[config.mk]
export PLATFORM = sky130hd
export DESIGN_NAME = rc4_ksa
export DESIGN_NICKNAME = d
export VERILOG_FILES = /design/src/rtl/rc4_ksa.sv
export SDC_FILE = /design/constraint.sdc
export NUM_CORES = 1
export LEC_CHECK = 0
export BUFFER_PORTS_ARGS = -buffer_cell sky130_fd_sc_hd__buf_2
export CAP_MARGIN = 20
export CORE_MARGIN = 2
export CORE_UTILIZATION = 29
export DETAILED_ROUTE_END_ITERATION = 6
export PLACE_DENSITY = 0.51
export SYNTH_ARGS = -nofsm -noshare
export SYNTH_HDL_FRONTEND = slang
export SYNTH_SLANG_ARGS = --single-unit
[constraint.sdc]
create_clock -name clk -period 4.27 [get_ports clk]
set_clock_uncertainty 0.15 [all_clocks]
set_input_delay 0.6405 -clock clk [delete_from_list [all_inputs] [get_ports clk]]
set_output_delay 0.6405 -clock clk [all_outputs]
set_load 0.02 [all_outputs]
[src/rtl/rc4_ksa.sv]
// RC4 key-scheduling engine driving an external 256-byte S memory with two-cycle read latency.
// Define RC4_KSA_INIT_FILL_EN to have the engine write the identity permutation into S before scrambling.
module rc4_ksa (
    input  logic        clk,
    input  logic        reset,
    input  logic        sig_start,
    input  logic [23:0] secret_key,
    input  logic [7:0]  mem_out,
    output logic [7:0]  mem_address,
    output logic [7:0]  mem_data,
    output logic        wren,
    output logic        t_done
);

    typedef enum logic [3:0] {
        IDLE,
        FILL,
        READ_SI,
        WAIT_SI,
        CAP_SI,
        CALC_J,
        READ_SJ,
        WAIT_SJ,
        CAP_SJ,
        WR_J,
        WR_J_WAIT,
        WR_I,
        WR_I_WAIT,
        NEXT_I,
        DONE
    } state_t;

    state_t      state;
    state_t      next_state;
    logic [7:0]  i;
    logic [7:0]  j;
    logic [7:0]  si;
    logic [7:0]  sj;
    logic [23:0] key;
    logic [1:0]  i_mod3;
    logic [7:0]  key_byte;

    always_ff @(posedge clk or posedge reset) begin
        if (reset) begin
            state <= IDLE;
        end else begin
            state <= next_state;
        end
    end

    always_comb begin
        next_state = state;
        case (state)
            IDLE: begin
                if (sig_start) begin
`ifdef RC4_KSA_INIT_FILL_EN
                    next_state = FILL;
`else
                    next_state = READ_SI;
`endif
                end
            end
            FILL:      if (i == 8'hFF) next_state = READ_SI;
            READ_SI:   next_state = WAIT_SI;
            WAIT_SI:   next_state = CAP_SI;
            CAP_SI:    next_state = CALC_J;
            CALC_J:    next_state = READ_SJ;
            READ_SJ:   next_state = WAIT_SJ;
            WAIT_SJ:   next_state = CAP_SJ;
            CAP_SJ:    next_state = WR_J;
            WR_J:      next_state = WR_J_WAIT;
            WR_J_WAIT: next_state = WR_I;
            WR_I:      next_state = WR_I_WAIT;
            WR_I_WAIT: next_state = NEXT_I;
            NEXT_I:    next_state = (i == 8'hFF) ? DONE : READ_SI;
            DONE:      next_state = IDLE;
            default:   next_state = IDLE;
        endcase
    end

    // Key bytes are consumed in the order [23:16], [15:8], [7:0], tracked by i_mod3.
    always_comb begin
        case (i_mod3)
            2'd0:    key_byte = key[23:16];
            2'd1:    key_byte = key[15:8];
            default: key_byte = key[7:0];
        endcase
    end

    always_ff @(posedge clk or posedge reset) begin
        if (reset) begin
            i      <= 8'd0;
            j      <= 8'd0;
            si     <= 8'd0;
            sj     <= 8'd0;
            key    <= 24'd0;
            i_mod3 <= 2'd0;
        end else begin
            case (state)
                IDLE: begin
                    if (sig_start) begin
                        key    <= secret_key;
                        i      <= 8'd0;
                        j      <= 8'd0;
                        i_mod3 <= 2'd0;
                    end
                end
                FILL:   i  <= i + 8'd1;
                CAP_SI: si <= mem_out;
                CALC_J: j  <= j + si + key_byte;
                CAP_SJ: sj <= mem_out;
                NEXT_I: begin
                    if (i != 8'hFF) begin
                        i      <= i + 8'd1;
                        i_mod3 <= (i_mod3 == 2'd2) ? 2'd0 : i_mod3 + 2'd1;
                    end
                end
                default: ;
            endcase
        end
    end

    // Address and data stay stable through each wait state so the memory sees a clean write.
    always_comb begin
        mem_address = 8'd0;
        mem_data    = 8'd0;
        wren        = 1'b0;
        t_done      = 1'b0;
        case (state)
            FILL: begin
                mem_address = i;
                mem_data    = i;
                wren        = 1'b1;
            end
            READ_SI, WAIT_SI, CAP_SI, CALC_J: mem_address = i;
            READ_SJ, WAIT_SJ, CAP_SJ:         mem_address = j;
            WR_J: begin
                mem_address = j;
                mem_data    = si;
                wren        = 1'b1;
            end
            WR_J_WAIT: begin
                mem_address = j;
                mem_data    = si;
            end
            WR_I: begin
                mem_address = i;
                mem_data    = sj;
                wren        = 1'b1;
            end
            WR_I_WAIT: begin
                mem_address = i;
                mem_data    = sj;
            end
            DONE: t_done = 1'b1;
            default: ;
        endcase
    end

endmodule

# Yosys cells after proc, flatten, opt, wreduce, memory -nomap -nowiden
# Cells that the tools add are included.
# op_classes
mux	17
n_eq_ne	21
add_sub_neg	4
n_reduce_logical	15
# ops
cell	count
one-hot mux 4 bit (14 select lines)	1
one-hot mux 8 bit (2 select lines)	3
one-hot mux 8 bit (3 select lines)	2
== test 4 bit (second input constant)	7
adder 8 bit	2
== test 4 x 3 -> 1 bit (second input constant)	4
2-to-1 mux 8 bit	2
2-to-1 mux 4 bit	3
adder 8 x 1 -> 8 bit (second input constant)	1
== test 4 x 2 -> 1 bit (second input constant)	2
== test 8 bit (second input constant)	1
!= test 8 bit (second input constant)	1
OR reduction 7 bit	1
2-to-1 mux 2 bit	3
!= test 2 bit (second input constant)	3
AND reduction 2 bit	3
AND reduction 3 bit	2
OR reduction 5 bit	1
== test 4 x 1 -> 1 bit (second input constant)	1
zero test 4 bit	1
one-hot mux 2 bit (2 select lines)	1
nonzero test 2 bit	2
OR reduction 2 bit	2
nonzero test 3 bit	1
other kinds (6)	7
# word_totals
in_bits	35
ff_bits	62
out_inout_bits	18

# Longest topological paths before layout
# depth
word_depth	4
ltp_mapped	13
depth_no_buf	11

# Least setup slack after synthesis
# No wires, ideal clock.
# synth_path
path_kind	flip-flop to flip-flop
startpoint	register i_mod3[0]
endpoint	register j[7]
path_slack_ps	979
path_buffers	1
t_arrival_ps	3022
path_stages_with_launch	13
required_time_ps	4001
period_less_slack_ps	3291
setup_ps	119
cell_sequence	dfrtp_1 clkbuf_1 mux2i_1 o21ai_0 fa_1 ha_1 inv_1 fa_1 nor2b_1 o2111ai_1 a311oi_1 o31ai_1 a21bo_2
# synth_via
elab_chain_cells	4
# synth_lines
item	line	rtl
from (decl)	40	logic [1:0] i_mod3;
from (signal assigned)	115	i_mod3 <= (i_mod3 == 2'd2) ? 2'd0 : i_mod3 + 2'd1;
== test 2 x 1 -> 1 bit or zero test 2 bit (tied branches)	83	case (i_mod3)
one-hot mux 8 bit (2 select lines) (*)	83	
adder 8 bit (*)	110	CALC_J: j <= j + si + key_byte;
one-hot mux 8 bit (2 select lines) (*)	99	case (state)
to (signal assigned)	110	
to (decl)	36	logic [7:0] j;
# Mark *: on every way between the ends. The rest lies on a longest branch, timed or not.
# A chain may end at the register's enable or synchronous reset.

# Worst setup path after layout
# Same ends and word-level chain as after synthesis.

==> metrics.log <==
[metrics] worst flop-to-flop path endpoint: j[7]
[metrics] antenna violations before repair: 0
[metrics] worst reg-to-reg path cell count: 11
[metrics] count of nets left with antenna violations after detail routing: 0
[metrics] cell area after synthesis: 3710 um2
[metrics] site row count: 41
[metrics] maximum number of pins on one net before global-route repair: 46
[metrics] R2R setup slack: 0.79 ns
[metrics] max-slew violations: 0
[metrics] power share of the clock group: 0.388
[metrics] Synth-to-Final Area Change: 18.2%
[metrics] worst skew pair latency: 0.33 ns
[metrics] first-pass GRT wire length: 16.1 mm
[metrics] fill count: 1308
[metrics] Num CTS Buffers: 9
[metrics] logic gate share of total power: 0.208
[metrics] cells after synthesis: 410
[metrics] total routed wirelength: 9.78 mm
[metrics] portion of total power attributed to sequential cells: 0.404
[metrics] clock tree from TritonCTS: done
[metrics] internal portion of total power: 0.00123 W
[metrics] simple logic cell fraction of the synthesized area: 0.197
[metrics] dominant cell type by area after synthesis: sky130_fd_sc_hd__dfrtp_1
[metrics] flip-flop cell with the highest count after synthesis: sky130_fd_sc_hd__dfrtp_1
[metrics] Overflow after GRT: 0
[metrics] die area: 13700 um2
[metrics] Max IR drop VDD: 0.000201 V
[metrics] number of distinct standard cells referenced by the synthesized netlist: 54
[metrics] Starting DRT DRC Count: 221
[metrics] Worst Setup Start Kind: flop
[metrics] post-layout minimum cycle time: 3.48 ns
[metrics] switching share of power: 0.288
[metrics] largest family of logic cells by synthesized area: simple AND/OR/NAND/NOR gates
[metrics] HPWL after DPL: 6.97 mm
[metrics] level count of the clock H-tree: 3
[metrics] final layout net count: 499
[metrics] launch instance of the worst register-to-register path: i_mod3[0]
[metrics] areal power density over the cells: 393 nW/um2
[metrics] vias in the first global route: 2996
[metrics] cell with the most instances after synthesis: sky130_fd_sc_hd__nand2_1
[metrics] top cells by area in the synthesized netlist: sky130_fd_sc_hd__dfrtp_1 (42%), sky130_fd_sc_hd__nand2_1 (9.5%), sky130_fd_sc_hd__mux2i_1 (4.6%)
[metrics] Hold Buf Count CTS: 0
[metrics] FF+latch count, synth: 62
[metrics] die extent in y: 117 um
[metrics] required time of the critical path: 4.34 ns
[metrics] number of warnings issued by yosys: 0
[metrics] setup repair after global routing missed its margin: false
[metrics] arrival time at the worst endpoint: 3.55 ns
[metrics] largest buffer count on any clock path: 2
[metrics] Synth Net Count: 460
[metrics] average routed wire per standard cell: 15.6 um
[metrics] proportion of synthesized area in mux cells: 0.0913
[metrics] total negative slack for setup checks: 0 ns
[metrics] share of flip-flops with an asynchronous set or reset: 1.00
[metrics] max capacitance violation total: 0
[metrics] critical path fanouts, max: 11
[metrics] share of the core filled with cells: 0.349
[metrics] highest clock frequency the design can meet: 287 MHz
[metrics] CP Launch Point: i_mod3[0]
[metrics] reported net switching power: 0.000496 W
[metrics] Leak Pwr: 2.14 nW
[metrics] count of endpoints failing hold in the final timing report: 0
[metrics] Commonest cells post-synth: sky130_fd_sc_hd__nand2_1 (94), sky130_fd_sc_hd__dfrtp_1 (62), sky130_fd_sc_hd__o21ai_0 (24)
[metrics] aggregate global-route resource usage: 0.156
[metrics] Resized cells post-CTS: 0
[metrics] fraction of the mapped netlist area in adder cells: 0.0667
[metrics] class of the tightest hold or removal check: input pin to asynchronous set/reset pin
[metrics] EDFF count, synth: 0
[metrics] kind of end point of the critical path: flop
[metrics] Clock Sink Count: 62
[metrics] final estimated routing congestion in global placement: 0.780
[metrics] Initial Util: 0.295
[metrics] Worst Path Class, Setup: flop to flop
[metrics] DRC violations left: 0
[metrics] cell at the root of the clock tree: sky130_fd_sc_hd__clkbuf_16
[metrics] area of the core region: 12600 um2
[metrics] post-synthesis xor/xnor area fraction: 0.0165
[metrics] first-pass iteration count of the detailed router: 4
[metrics] final-report setup violation count: 0
[metrics] syn avg cell area: 9.05 um2
[metrics] Synth Area in Compound Gates: 0.157
[metrics] top cell type's share of synthesized area: 0.418
[metrics] share of final-layout standard cells stronger than drive strength 1: 0.203
[metrics] vias per std cell: 4.88
[metrics] clock-pin slew reported for the worst setup and hold paths after clock tree synthesis: 0.05 ns
[metrics] outcome: complete, no violations
[metrics] width of the die: 117 um
[metrics] number of diodes added for antenna fixing: 0
[metrics] top-level I/O count: 53
[metrics] relative slew slack: 0.323
[metrics] number of buffer cells added on primary ports: 52
[metrics] via count of the routed design: 3051
[metrics] part of the Yosys area used for sequential elements: 0.418
[metrics] post-CTS setup buffer count: 0
[metrics] final worst-path cycle share: 0.816
[metrics] transition time at the pin with the least slew margin: 1.02 ns
==> through the flow <==
step | instance area [um2] | power [W] | cells | hold slack, ns | worst slack, ns
final | 4390 | 0.00172 | 625 | 0.0223 | 0.787
after detailed placement | 4100 | 0.00106 | 609 | 0.317 | 0.767
after CTS | 4370 | 0.00175 | 624 | 0.330 | 0.776
after global routing | 4390 | 0.00183 | 625 | 0.0177 | 0.571
after global placement | 4100 | 0.00105 | 609 | 0.309 | 0.939
after floorplan | 3710 | 0.000964 | 410 | 0.295 | 0.979
==> layout make-up <==
cell class                      instances  area (um2)  share of cell area
Clock buffer                           14         264              0.0601
Clock inverter                          1        5.00             0.00114
Inverter                               22        82.6              0.0188
Multi-Input combinational cell        297        1960               0.447
Sequential cell                        62        1550               0.353
Tap cell                              172         215              0.0490
Timing Repair Buffer                   57         310              0.0707
==> power by group through the flow <==
stage	clock [W]	sequential, W	combinational (W)
2_1_floorplan	0	0.000682	0.000282
3_3_place_gp	0	0.000705	0.000345
3_5_place_dp	0	0.000707	0.000357
4_1_cts	0.000688	0.000697	0.000360
5_1_grt	0.000713	0.000706	0.000416
6_report	0.000669	0.000696	0.000358
==> sequential cells by signal, indices dropped and copies added (netlist names) <==
| name | cells |
|---|---|
| key | 24 |
| i | 8 |
| i_mod3 | 2 |
| sj | 8 |
| j | 8 |
| si | 8 |
| state | 4 |
==> worst max path at each step <==
| stage | endpoint | slack, ns |
|---|---|---|
| floorplan | j[7] | 0.98 |
| global placement | j[7] | 0.94 |
| detailed placement | j[7] | 0.77 |
| CTS | j[7] | 0.78 |
| global route | j[7] | 0.57 |
| finish | j[7] | 0.79 |
==> cell usage in the layout (no fill, tap or decap), types with 2 or more instances in the layout <==
cell and n:
sky130_fd_sc_hd__nor2b_1 5, sky130_fd_sc_hd__ha_1 7, sky130_fd_sc_hd__a21oi_1 20, sky130_fd_sc_hd__a311oi_1 2, sky130_fd_sc_hd__buf_2 52, sky130_fd_sc_hd__clkbuf_8 2, sky130_fd_sc_hd__nand2_1 94, sky130_fd_sc_hd__o21a_1 3
sky130_fd_sc_hd__nor3_2 2, sky130_fd_sc_hd__o21ai_0 24, sky130_fd_sc_hd__mux2i_1 17, sky130_fd_sc_hd__a21o_1 3, sky130_fd_sc_hd__inv_1 21, sky130_fd_sc_hd__and4b_1 2, sky130_fd_sc_hd__a211oi_1 2, sky130_fd_sc_hd__dfrtp_1 62
sky130_fd_sc_hd__buf_4 4, sky130_fd_sc_hd__nor3b_1 5, sky130_fd_sc_hd__mux2_2 15, sky130_fd_sc_hd__nor3_1 2, sky130_fd_sc_hd__nand2b_1 4, sky130_fd_sc_hd__nor2_1 19, sky130_fd_sc_hd__o31ai_1 5, sky130_fd_sc_hd__a221oi_1 8
sky130_fd_sc_hd__clkbuf_1 3, sky130_fd_sc_hd__xor2_1 2, sky130_fd_sc_hd__nand3_1 10, sky130_fd_sc_hd__and3_1 2, sky130_fd_sc_hd__clkbuf_16 9, sky130_fd_sc_hd__a222oi_1 8, sky130_fd_sc_hd__fa_1 8, sky130_fd_sc_hd__and2_1 2
sky130_fd_sc_hd__xnor2_1 5
==> metal layers <==
metal  part of all wire  global-route usage  wire length [um]
met1               0.47               0.223              4640
met4              0.012              0.0541               122
met5                  0                   0                 0
met3              0.074              0.0386               728
met2               0.44               0.229              4290
==> critical path, cell delays in order (launching register included) <==
cell,delay [ns]
sky130_fd_sc_hd__dfrtp_1,0.65
sky130_fd_sc_hd__mux2i_1,0.23
sky130_fd_sc_hd__o21ai_0,0.14
sky130_fd_sc_hd__fa_1,0.54
sky130_fd_sc_hd__ha_1,0.18
sky130_fd_sc_hd__inv_1,0.06
sky130_fd_sc_hd__fa_1,0.40
sky130_fd_sc_hd__nor2b_1,0.18
sky130_fd_sc_hd__o2111ai_1,0.15
sky130_fd_sc_hd__a311oi_1,0.35
sky130_fd_sc_hd__o31ai_1,0.12
sky130_fd_sc_hd__a21bo_2,0.22
==> logic make-up (layout without fill, tap and decap cells) <==
family                   count (synthesis)  in the layout
buffers and inverters                   51             94
adder cells (fa/ha/maj)                 15             15
AO/OA/AOI/OAI                           86             86
flip-flops                              62             62
multiplexers                            32             32
AND/OR/NAND/NOR                        157            157
XOR/XNOR                                 7              7
Power figures use the tool's default switching activity.
